## config.mk

```make
export PLATFORM = sky130hd
export DESIGN_NAME = fft_frame_ctrl_flat
export DESIGN_NICKNAME = d
export VERILOG_FILES = /design/src/rtl/fft_frame_ctrl_if.sv /design/src/rtl/fft_frame_ctrl.sv /design/src/flat_wrapper.sv
export SDC_FILE = /design/constraint.sdc
export NUM_CORES = 1
export LEC_CHECK = 0
export CAP_MARGIN = 0
export CORE_ASPECT_RATIO = 2
export CORE_MARGIN = 5
export CORE_UTILIZATION = 35
export CTS_BUF_LIST = sky130_fd_sc_hd__clkbuf_8
export CTS_CLUSTER_SIZE = 16
export DETAILED_ROUTE_END_ITERATION = 12
export GPL_TIMING_DRIVEN = 0
export PLACE_DENSITY = 0.62
export SLEW_MARGIN = 20
export SYNTH_ARGS = -nofsm -noshare
export SYNTH_HDL_FRONTEND = slang
export SYNTH_SLANG_ARGS = --single-unit
```

## constraint.sdc

```tcl
create_clock -name clk -period 2.4 [get_ports clk]
set_clock_uncertainty 0.05 [all_clocks]
set_input_delay 0.48 -clock clk [delete_from_list [all_inputs] [get_ports clk]]
set_output_delay 0.48 -clock clk [all_outputs]
set_load 0.03 [all_outputs]
```

## src/rtl/fft_frame_ctrl_if.sv

```systemverilog
// Stream, memory-address and AGU control bundle of the FFT frame sequencer.
// master = controller side, slave = source/sink/AGU/memory side.
interface fft_frame_ctrl_if #(
    parameter int unsigned ADDR_WIDTH = 5
);
    logic                  in_valid;
    logic                  in_ready;
    logic                  ld_we;
    logic [ADDR_WIDTH-1:0] ld_addr;
    logic                  agu_run;
    logic                  agu_done;
    logic                  agu_row;
    logic [ADDR_WIDTH-1:0] rd_addr;
    logic                  rd_bank;
    logic                  out_valid;
    logic                  out_ready;
    logic                  frame_done;
    logic                  timeout;
    logic                  busy;

    modport master (
        input  in_valid, agu_done, agu_row, out_ready,
        output in_ready, ld_we, ld_addr, agu_run, rd_addr, rd_bank,
               out_valid, frame_done, timeout, busy
    );

    modport slave (
        output in_valid, agu_done, agu_row, out_ready,
        input  in_ready, ld_we, ld_addr, agu_run, rd_addr, rd_bank,
               out_valid, frame_done, timeout, busy
    );
endinterface

```

## src/rtl/fft_frame_ctrl.sv

```systemverilog
// Frame sequencer for the in-place radix-2 FFT: load a frame into bank 0,
// run the AGU under a watchdog, then stream results out of the final bank.
module fft_frame_ctrl #(
    parameter int unsigned ADDR_WIDTH = 5,
    parameter int unsigned TIMEOUT    = 1024
) (
    input  logic                clk,
    input  logic                rst,
    fft_frame_ctrl_if.master    ctrl_io
);
    localparam int unsigned     WDOG_W   = 16;
    localparam logic [ADDR_WIDTH-1:0] CNT_LAST = '1;
    localparam logic [WDOG_W-1:0]     WD_LAST  = WDOG_W'(TIMEOUT - 1);

    typedef enum logic [1:0] {
        S_IDLE   = 2'd0,
        S_LOAD   = 2'd1,
        S_RUN    = 2'd2,
        S_UNLOAD = 2'd3
    } state_e;

    state_e                  state_q, state_d;
    logic [ADDR_WIDTH-1:0]   cnt_q, cnt_d;
    logic [WDOG_W-1:0]       wdog_q, wdog_d;
    logic                    agu_run_q, agu_run_d;
    logic                    rd_bank_q, rd_bank_d;
    logic                    frame_done_q, frame_done_d;
    logic                    timeout_q, timeout_d;
    logic                    in_acc;
    logic                    out_xfer;
    logic                    cnt_last;

    assign cnt_last = (cnt_q == CNT_LAST);

    // State register
    always_ff @(posedge clk or posedge rst) begin
        if (rst) begin
            state_q <= S_IDLE;
        end else begin
            state_q <= state_d;
        end
    end

    // Next-state logic; a done in the same cycle as watchdog expiry wins
    always_comb begin
        state_d = state_q;
        case (state_q)
            S_IDLE: begin
                if (in_acc) state_d = S_LOAD;
            end
            S_LOAD: begin
                if (in_acc && cnt_last) state_d = S_RUN;
            end
            S_RUN: begin
                if (ctrl_io.agu_done)     state_d = S_UNLOAD;
                else if (wdog_q == WD_LAST) state_d = S_IDLE;
            end
            S_UNLOAD: begin
                if (out_xfer && cnt_last) state_d = S_IDLE;
            end
            default: state_d = S_IDLE;
        endcase
    end

    // Decoded handshakes and next values of the registered datapath
    always_comb begin
        ctrl_io.in_ready  = ((state_q == S_IDLE) || (state_q == S_LOAD)) && !rst;
        ctrl_io.out_valid = (state_q == S_UNLOAD);
        ctrl_io.busy      = (state_q != S_IDLE);
        ctrl_io.ld_we     = ctrl_io.in_valid & ctrl_io.in_ready;
        in_acc            = ctrl_io.in_valid & ctrl_io.in_ready;
        out_xfer          = ctrl_io.out_valid & ctrl_io.out_ready;

        cnt_d        = cnt_q;
        wdog_d       = wdog_q;
        agu_run_d    = agu_run_q;
        rd_bank_d    = rd_bank_q;
        frame_done_d = 1'b0;
        timeout_d    = timeout_q;

        case (state_q)
            S_IDLE, S_LOAD: begin
                if (in_acc) begin
                    cnt_d = cnt_q + ADDR_WIDTH'(1);
                    if ((state_q == S_LOAD) && cnt_last) begin
                        agu_run_d = 1'b1;
                        wdog_d    = '0;
                    end
                end
            end
            S_RUN: begin
                wdog_d = wdog_q + WDOG_W'(1);
                if (ctrl_io.agu_done) begin
                    rd_bank_d = ctrl_io.agu_row;
                    agu_run_d = 1'b0;
                end else if (wdog_q == WD_LAST) begin
                    timeout_d = 1'b1;
                    agu_run_d = 1'b0;
                    cnt_d     = '0;
                end
            end
            S_UNLOAD: begin
                if (out_xfer) begin
                    cnt_d = cnt_q + ADDR_WIDTH'(1);
                    if (cnt_last) frame_done_d = 1'b1;
                end
            end
            default: cnt_d = '0;
        endcase
    end

    // Registered datapath; reset drops agu_run immediately
    always_ff @(posedge clk or posedge rst) begin
        if (rst) begin
            cnt_q        <= '0;
            wdog_q       <= '0;
            agu_run_q    <= 1'b0;
            rd_bank_q    <= 1'b0;
            frame_done_q <= 1'b0;
            timeout_q    <= 1'b0;
        end else begin
            cnt_q        <= cnt_d;
            wdog_q       <= wdog_d;
            agu_run_q    <= agu_run_d;
            rd_bank_q    <= rd_bank_d;
            frame_done_q <= frame_done_d;
            timeout_q    <= timeout_d;
        end
    end

    assign ctrl_io.ld_addr    = cnt_q;
    assign ctrl_io.rd_addr    = cnt_q;
    assign ctrl_io.agu_run    = agu_run_q;
    assign ctrl_io.rd_bank    = rd_bank_q;
    assign ctrl_io.frame_done = frame_done_q;
    assign ctrl_io.timeout    = timeout_q;
endmodule

```

## src/flat_wrapper.sv

```systemverilog
// flat-port wrapper written by rule: the top's interface ports become plain ports
module fft_frame_ctrl_flat 
#(
    parameter int unsigned ADDR_WIDTH = 5,
    parameter int unsigned TIMEOUT    = 1024
)
  (clk, rst, ctrl_io_in_valid, ctrl_io_agu_done, ctrl_io_agu_row, ctrl_io_out_ready, ctrl_io_in_ready, ctrl_io_ld_we, ctrl_io_ld_addr, ctrl_io_agu_run, ctrl_io_rd_addr, ctrl_io_rd_bank, ctrl_io_out_valid, ctrl_io_frame_done, ctrl_io_timeout, ctrl_io_busy);
  fft_frame_ctrl_if #(.ADDR_WIDTH(ADDR_WIDTH)) ctrl_io_i ();
  input  logic clk;
  input  logic rst;
  input wire logic [$bits(ctrl_io_i.in_valid)-1:0] ctrl_io_in_valid;
  input wire logic [$bits(ctrl_io_i.agu_done)-1:0] ctrl_io_agu_done;
  input wire logic [$bits(ctrl_io_i.agu_row)-1:0] ctrl_io_agu_row;
  input wire logic [$bits(ctrl_io_i.out_ready)-1:0] ctrl_io_out_ready;
  output wire logic [$bits(ctrl_io_i.in_ready)-1:0] ctrl_io_in_ready;
  output wire logic [$bits(ctrl_io_i.ld_we)-1:0] ctrl_io_ld_we;
  output wire logic [$bits(ctrl_io_i.ld_addr)-1:0] ctrl_io_ld_addr;
  output wire logic [$bits(ctrl_io_i.agu_run)-1:0] ctrl_io_agu_run;
  output wire logic [$bits(ctrl_io_i.rd_addr)-1:0] ctrl_io_rd_addr;
  output wire logic [$bits(ctrl_io_i.rd_bank)-1:0] ctrl_io_rd_bank;
  output wire logic [$bits(ctrl_io_i.out_valid)-1:0] ctrl_io_out_valid;
  output wire logic [$bits(ctrl_io_i.frame_done)-1:0] ctrl_io_frame_done;
  output wire logic [$bits(ctrl_io_i.timeout)-1:0] ctrl_io_timeout;
  output wire logic [$bits(ctrl_io_i.busy)-1:0] ctrl_io_busy;
  assign ctrl_io_i.in_valid = ctrl_io_in_valid;
  assign ctrl_io_i.agu_done = ctrl_io_agu_done;
  assign ctrl_io_i.agu_row = ctrl_io_agu_row;
  assign ctrl_io_i.out_ready = ctrl_io_out_ready;
  assign ctrl_io_in_ready = ctrl_io_i.in_ready;
  assign ctrl_io_ld_we = ctrl_io_i.ld_we;
  assign ctrl_io_ld_addr = ctrl_io_i.ld_addr;
  assign ctrl_io_agu_run = ctrl_io_i.agu_run;
  assign ctrl_io_rd_addr = ctrl_io_i.rd_addr;
  assign ctrl_io_rd_bank = ctrl_io_i.rd_bank;
  assign ctrl_io_out_valid = ctrl_io_i.out_valid;
  assign ctrl_io_frame_done = ctrl_io_i.frame_done;
  assign ctrl_io_timeout = ctrl_io_i.timeout;
  assign ctrl_io_busy = ctrl_io_i.busy;
  fft_frame_ctrl #(.ADDR_WIDTH(ADDR_WIDTH), .TIMEOUT(TIMEOUT)) u_core (.clk(clk), .rst(rst), .ctrl_io(ctrl_io_i));
endmodule
```

# --- Word level (Yosys, flattened, before mapping) ---
# Cells that the tools add are included.
totals:
  wordCells: 64
  output_inout_bits: 18
  register_bits: 27
classes:
  eq_ne: 14
  bitwise: 3
  reduce_logical: 16
  add_sub_neg: 2
  muxes: 22
op_table:
  columns: ["operator", "n"]
  rows:
  - ["$mux W16", 2]
  - ["$pmux W16 S2", 1]
  - ["$mux W5", 4]
  - ["$add A16 B1 Y16 const B", 1]
  - ["$eq A16 B10 Y1 const B", 1]
  - ["$pmux W5 S3", 1]
  - ["$ne A2 B1 Y1 const B", 7]
  - ["$reduce_and A4 Y1", 3]
  - ["$mux W2", 5]
  - ["$pmux W2 S4", 1]
  - ["$mux W1", 7]
  - ["$reduce_and A3 Y1", 2]
  - ["$add A5 B1 Y5 const B", 1]
  - ["$eq A5 B5 Y1 const B", 1]
  - ["$eq A2 B2 Y1 const B", 2]
  - ["$logic_and A1 B1 Y1", 4]
  - ["$reduce_bool A2 Y1", 2]
  - ["$ne A3 B2 Y1 const B", 1]
  - ["$and A1 B1 Y1", 2]
  - ["$eq A2 B1 Y1 const B", 1]
  - ["$logic_not A2 Y1", 1]
  - ["$ne A2 B2 Y1 const B", 1]
  - ["$pmux W1 S2", 1]
  - ["$reduce_and A2 Y1", 1]
  - ["4 further kinds", 4]

# --- Longest topological paths before layout ---
logic_depth:
  depth_word: 7
  mapped_depth: 7

# --- Worst setup path before layout ---
# Ideal clock, no wire load.
synth_path:
  kind: "register to register"
  startpoint: "register u_core.cnt_q[0] (netlist: u_core.ctrl_io.ld_addr[0])"
  endpoint: "register u_core.wdog_q[10]"
  stages_incl_launch_ff: 8
  n_path_buf: 1
  slack_ns: 0.531
  synth_period_minus_slack_ns: 1.869
  arrival_time_ns: 1.723
  setup_ns: 0.095
  path_cell_list: "dfrtp_1 -> ha_1 -> and3_1 -> ha_1 -> nand3_1 -> clkbuf_1 -> o211ai_1 -> o31ai_1"
synth_between:
  elab_chain_cells: 4
synth_rtl:
  columns: ["element", "line_no", "source"]
  rows:
  - ["start: declaration", "fft_frame_ctrl.sv:23", "logic [ADDR_WIDTH-1:0] cnt_q, cnt_d;"]
  - ["start signal: assignment", "fft_frame_ctrl.sv:122", "cnt_q <= cnt_d;"]
  - ["$eq A5 B5 Y1", "fft_frame_ctrl.sv:33", "assign cnt_last = (cnt_q == CNT_LAST);"]
  - ["$logic_and A1 B1 Y1", "fft_frame_ctrl.sv:85", "if ((state_q == S_LOAD) && cnt_last) begin"]
  - ["$ne A2 B1 Y1 (no line)", null, null]
  - ["$reduce_and A3 Y1 (no line)", null, null]
  - ["end signal: assignment", "fft_frame_ctrl.sv:123", "wdog_q <= wdog_d;"]
  - ["end: declaration", "fft_frame_ctrl.sv:24", "logic [WDOG_W-1:0] wdog_q, wdog_d;"]
# No other way between the ends.
# A chain may end at the register's enable or synchronous reset.

# --- Worst setup path in the final report ---
layout_path:
  startpoint: "input port rst"
  endpoint: "output port ctrl_io_ld_we"
layout_between:
  elab_chain_cells: 3
layout_rtl:
  columns: ["element", "line_no", "source"]
  rows:
  - ["start: declaration", "flat_wrapper.sv:10", "input logic rst;"]
  - ["$logic_not A1 Y1 (no line)", null, null]
  - ["$logic_and A1 B1 Y1", "fft_frame_ctrl.sv:67", "ctrl_io.in_ready = ((state_q == S_IDLE) || (state_q == S_LOAD)) && !rst;"]
  - ["$and A1 B1 Y1", "fft_frame_ctrl.sv:70", "ctrl_io.ld_we = ctrl_io.in_valid & ctrl_io.in_ready;"]
  - ["end: declaration", "flat_wrapper.sv:16", "output wire logic [$bits(ctrl_io_i.ld_we)-1:0] ctrl_io_ld_we;"]
# No other way between the ends.

==> impl_metrics.env <==
export IMPL_n_antenna_cell=0
export IMPL_yosysWarnings=0
export IMPL_regArea_sq_um=676
export IMPL_worstSetupStartpointType="primary input"
export IMPL_irDropWorstVdd_v=0.000699
export IMPL_globalplace_congestion=0.788
export IMPL_finalNonFillerCells=217
export IMPL_grt_first_pass_wirelength_microns=5400
export IMPL_rsz0062_at_grt="no"
export IMPL_avgViaCountPerCell=5.25
export IMPL_power_switching_fraction_pct=40.9
export IMPL_initial_utilization_pct=36.4
export IMPL_routed_via_count=1139
export IMPL_hold_depth=2
export IMPL_switching_power_total_mw=0.731
export IMPL_setup_violations_final=0
export IMPL_combinationalPowerShare_pct=43.9
export IMPL_power_frac_clock_pct=14.3
export IMPL_drv_cap=0
export IMPL_layout_drive_gt1_share_pct=12.0
export IMPL_final_nets=176
export IMPL_max_slew_margin_rel_pct=56.9
export IMPL_ff2ff_path_depth=7
export IMPL_drc=0
export IMPL_antenna_found_initial=0
export IMPL_first_pass_iters=4
export IMPL_postSynthCellCount=140
export IMPL_routed_wire_per_std_cell_microns=14.6
export IMPL_maxSlewViolCount=0
export IMPL_dp_final_hpwl_microns=2470
export IMPL_final_core_util_pct=45.1
export IMPL_area_growth_synth_to_final_pct=23.9
export IMPL_detail_route_antenna_nets=0
export IMPL_num_io_pins=24
export IMPL_multi_input_comb_area_sq_um=666
export IMPL_postLayoutCellArea_sq_um=1750
export IMPL_synth_ff_latch_count=27
export IMPL_synth_seq_area_share_pct=47.8
export IMPL_total_power_per_unit_cell_area_nw_per_um2=1020
export IMPL_cp_data_required_time_ns=1.87
export IMPL_postSynth_topFlopCell="dfrtp_1"
export IMPL_cp_max_fo=7
export IMPL_yosysUniqueCellTypes=42
export IMPL_1st_iter_drt_viols=23
export IMPL_final_hold_viols=0
export IMPL_post_synth_instance_area_sq_um=1410
export IMPL_cts_reportedPaths_clkPinSlew_ns=0.09
export IMPL_minimum_period_implied_by_the_final_worst_setup_slack_ns=2.34
export IMPL_tightest_slew_ns=0.641
export IMPL_synth_async_reset_ratio_pct=100
export IMPL_postSynthAreaPerCell_sq_um=10.1
export IMPL_grt_remaining_overflow=0
export IMPL_worst_hold_path_type="reg -> reg"
export IMPL_htree_num_levels=1
export IMPL_run_status="finished clean"
export IMPL_post_cts_hold_buffers=0
export IMPL_synth_enable_flop_cells=0
export IMPL_post_route_worst_setup_slack_ns=0.0609
export IMPL_arrival_ns=1.81
export IMPL_finalWirelength_microns=3170
export IMPL_via_count_of_the_first_global_routing_pass=1228
export IMPL_ctsLongestPathBuffers=2
export IMPL_clk_root_buffer_cell="clkbuf_8"
export IMPL_fmax_ghz=0.428
export IMPL_die_y_microns=99.9
export IMPL_worstSetupEndpointType="output pin"
export IMPL_tritoncts="yes"
export IMPL_cts_sink_count=27
export IMPL_die_area_sq_um=5490
export IMPL_power_internal_mw=1.06
export IMPL_placement_setup_worst_slack_ns=-0.215
export IMPL_fin_crit_sh_pct=97.5
export IMPL_fillers=398
export IMPL_dieWidth_microns=54.9
export IMPL_numPortBuffers=23
export IMPL_globalRouteTotalUtil_pct=12.9
export IMPL_layout_common_cells="27 x dfrtp_1, 21 x clkdlybuf4s50_1, 13 x nand3_1, 11 x nand2_1, 9 x o21ai_0"
export IMPL_cts_inserted_buffers=3
export IMPL_critPathKind="in -> out"
export IMPL_floorplan_rows=32
export IMPL_fin_setup_tns_ns=0
export IMPL_dpl_cell_count=214
export IMPL_clk_latency_ns=0.27
export IMPL_p_leak_nw=0.766
export IMPL_final_common_cell="dfrtp_1"
export IMPL_place_area_sq_um=1710
export IMPL_seq_power_share_pct=41.8
export IMPL_syn_nets=149
export IMPL_core_area_sq_um=3880
export IMPL_grt_max_degree=28
-- worst max-delay path: stages --
cell and delay [ns]:
clkdlybuf4s50_1 0.47, nor3b_2 0.40, dlygate4sd2_1 0.46
-- power groups by stage --
stage                     logic (mW)  registers [mW]  clock network, mW
after floorplan                0.467           0.790                  0
final                          0.784           0.747              0.255
after global routing           0.850           0.772              0.285
after CTS                      0.800           0.749              0.263
after detailed placement       0.796           0.754                  0
after global placement         0.787           0.742                  0
-- cells in the mapped netlist (all sizes together), types with 4 or more instances --
cell    count  area share, %
a22o        4            2.5
and3        4            1.8
buf         6            3.0
clkbuf      4            1.1
dfrtp      27             48
inv         4            1.1
mux2i       4            2.8
nand2      11            2.9
nand2b      5            2.2
nand3      14            5.3
nor2        5            1.3
o21ai       9            3.2
-- flip-flops by register name, indices dropped and copies added, names as in the netlist --
| register | cells |
|---|---|
| u_core.state_q | 2 |
| u_core.ctrl_io.agu_run | 1 |
| u_core.ctrl_io.timeout | 1 |
| u_core.ctrl_io.frame_done | 1 |
| u_core.wdog_q | 16 |
| u_core.ctrl_io.rd_bank | 1 |
| u_core.ctrl_io.ld_addr | 5 |
-- worst paths after layout --
check	startpoint	to	slack (ns)
worst max-delay path	rst	ctrl_io_ld_we	0.06
worst min-delay path	u_core.ctrl_io.timeout	u_core.ctrl_io.timeout	0.42
worst max register to register	u_core.ctrl_io.ld_addr[0]	u_core.wdog_q[10]	0.38
worst min register to register	u_core.ctrl_io.timeout	u_core.ctrl_io.timeout	0.42
max in group asynchronous	rst	u_core.wdog_q[13]	1.30
min in group asynchronous	rst	u_core.state_q[1]	0.62
-- metrics by stage --
step	total power [mW]	hold slack, ns
after CTS	1.81	0.420
after detailed placement	1.55	0.396
after global routing	1.91	0.473
final	1.79	0.415
after global placement	1.53	0.394
after floorplan	1.26	0.388
-- metal layers --
layer / track usage, % / wire length, microns
met1: 14.8 / 1250
met2: 22.3 / 1780
met3: 2.38 / 118
met4: 5.24 / 22
met5: 0 / 0
-- layout make-up --
| class | count | area share, % |
|---|---|---|
| Buffer | 9 | 3.14 |
| Inverter | 4 | 0.857 |
| Multi-Input combinational cell | 99 | 38.0 |
| Tap cell | 51 | 3.64 |
| Timing Repair Buffer | 23 | 13.2 |
| Sequential cell | 27 | 38.6 |
| Clock inverter | 1 | 0.214 |
| Clock buffer | 3 | 2.36 |
-- cell families (layout without fill, tap and decap cells) --
logic type | count (synthesis) | after routing | share of synthesized area [%]
XOR/XNOR | 4 | 4 | 2.48
flip-flops | 27 | 27 | 47.8
AO/OA/AOI/OAI | 27 | 27 | 12.6
buffers and inverters | 14 | 40 | 5.13
adder cells (fa/ha/maj) | 3 | 3 | 2.66
multiplexers | 6 | 6 | 4.42
AND/OR/NAND/NOR | 59 | 59 | 25.0
-- timing repair --
action,4_1_cts,5_1_grt
gates cloned,0,0
endpoints found under the setup margin,3,1
buffers inserted,0,0
gates resized for setup,2,1
(Power assumes the default switching activity.)
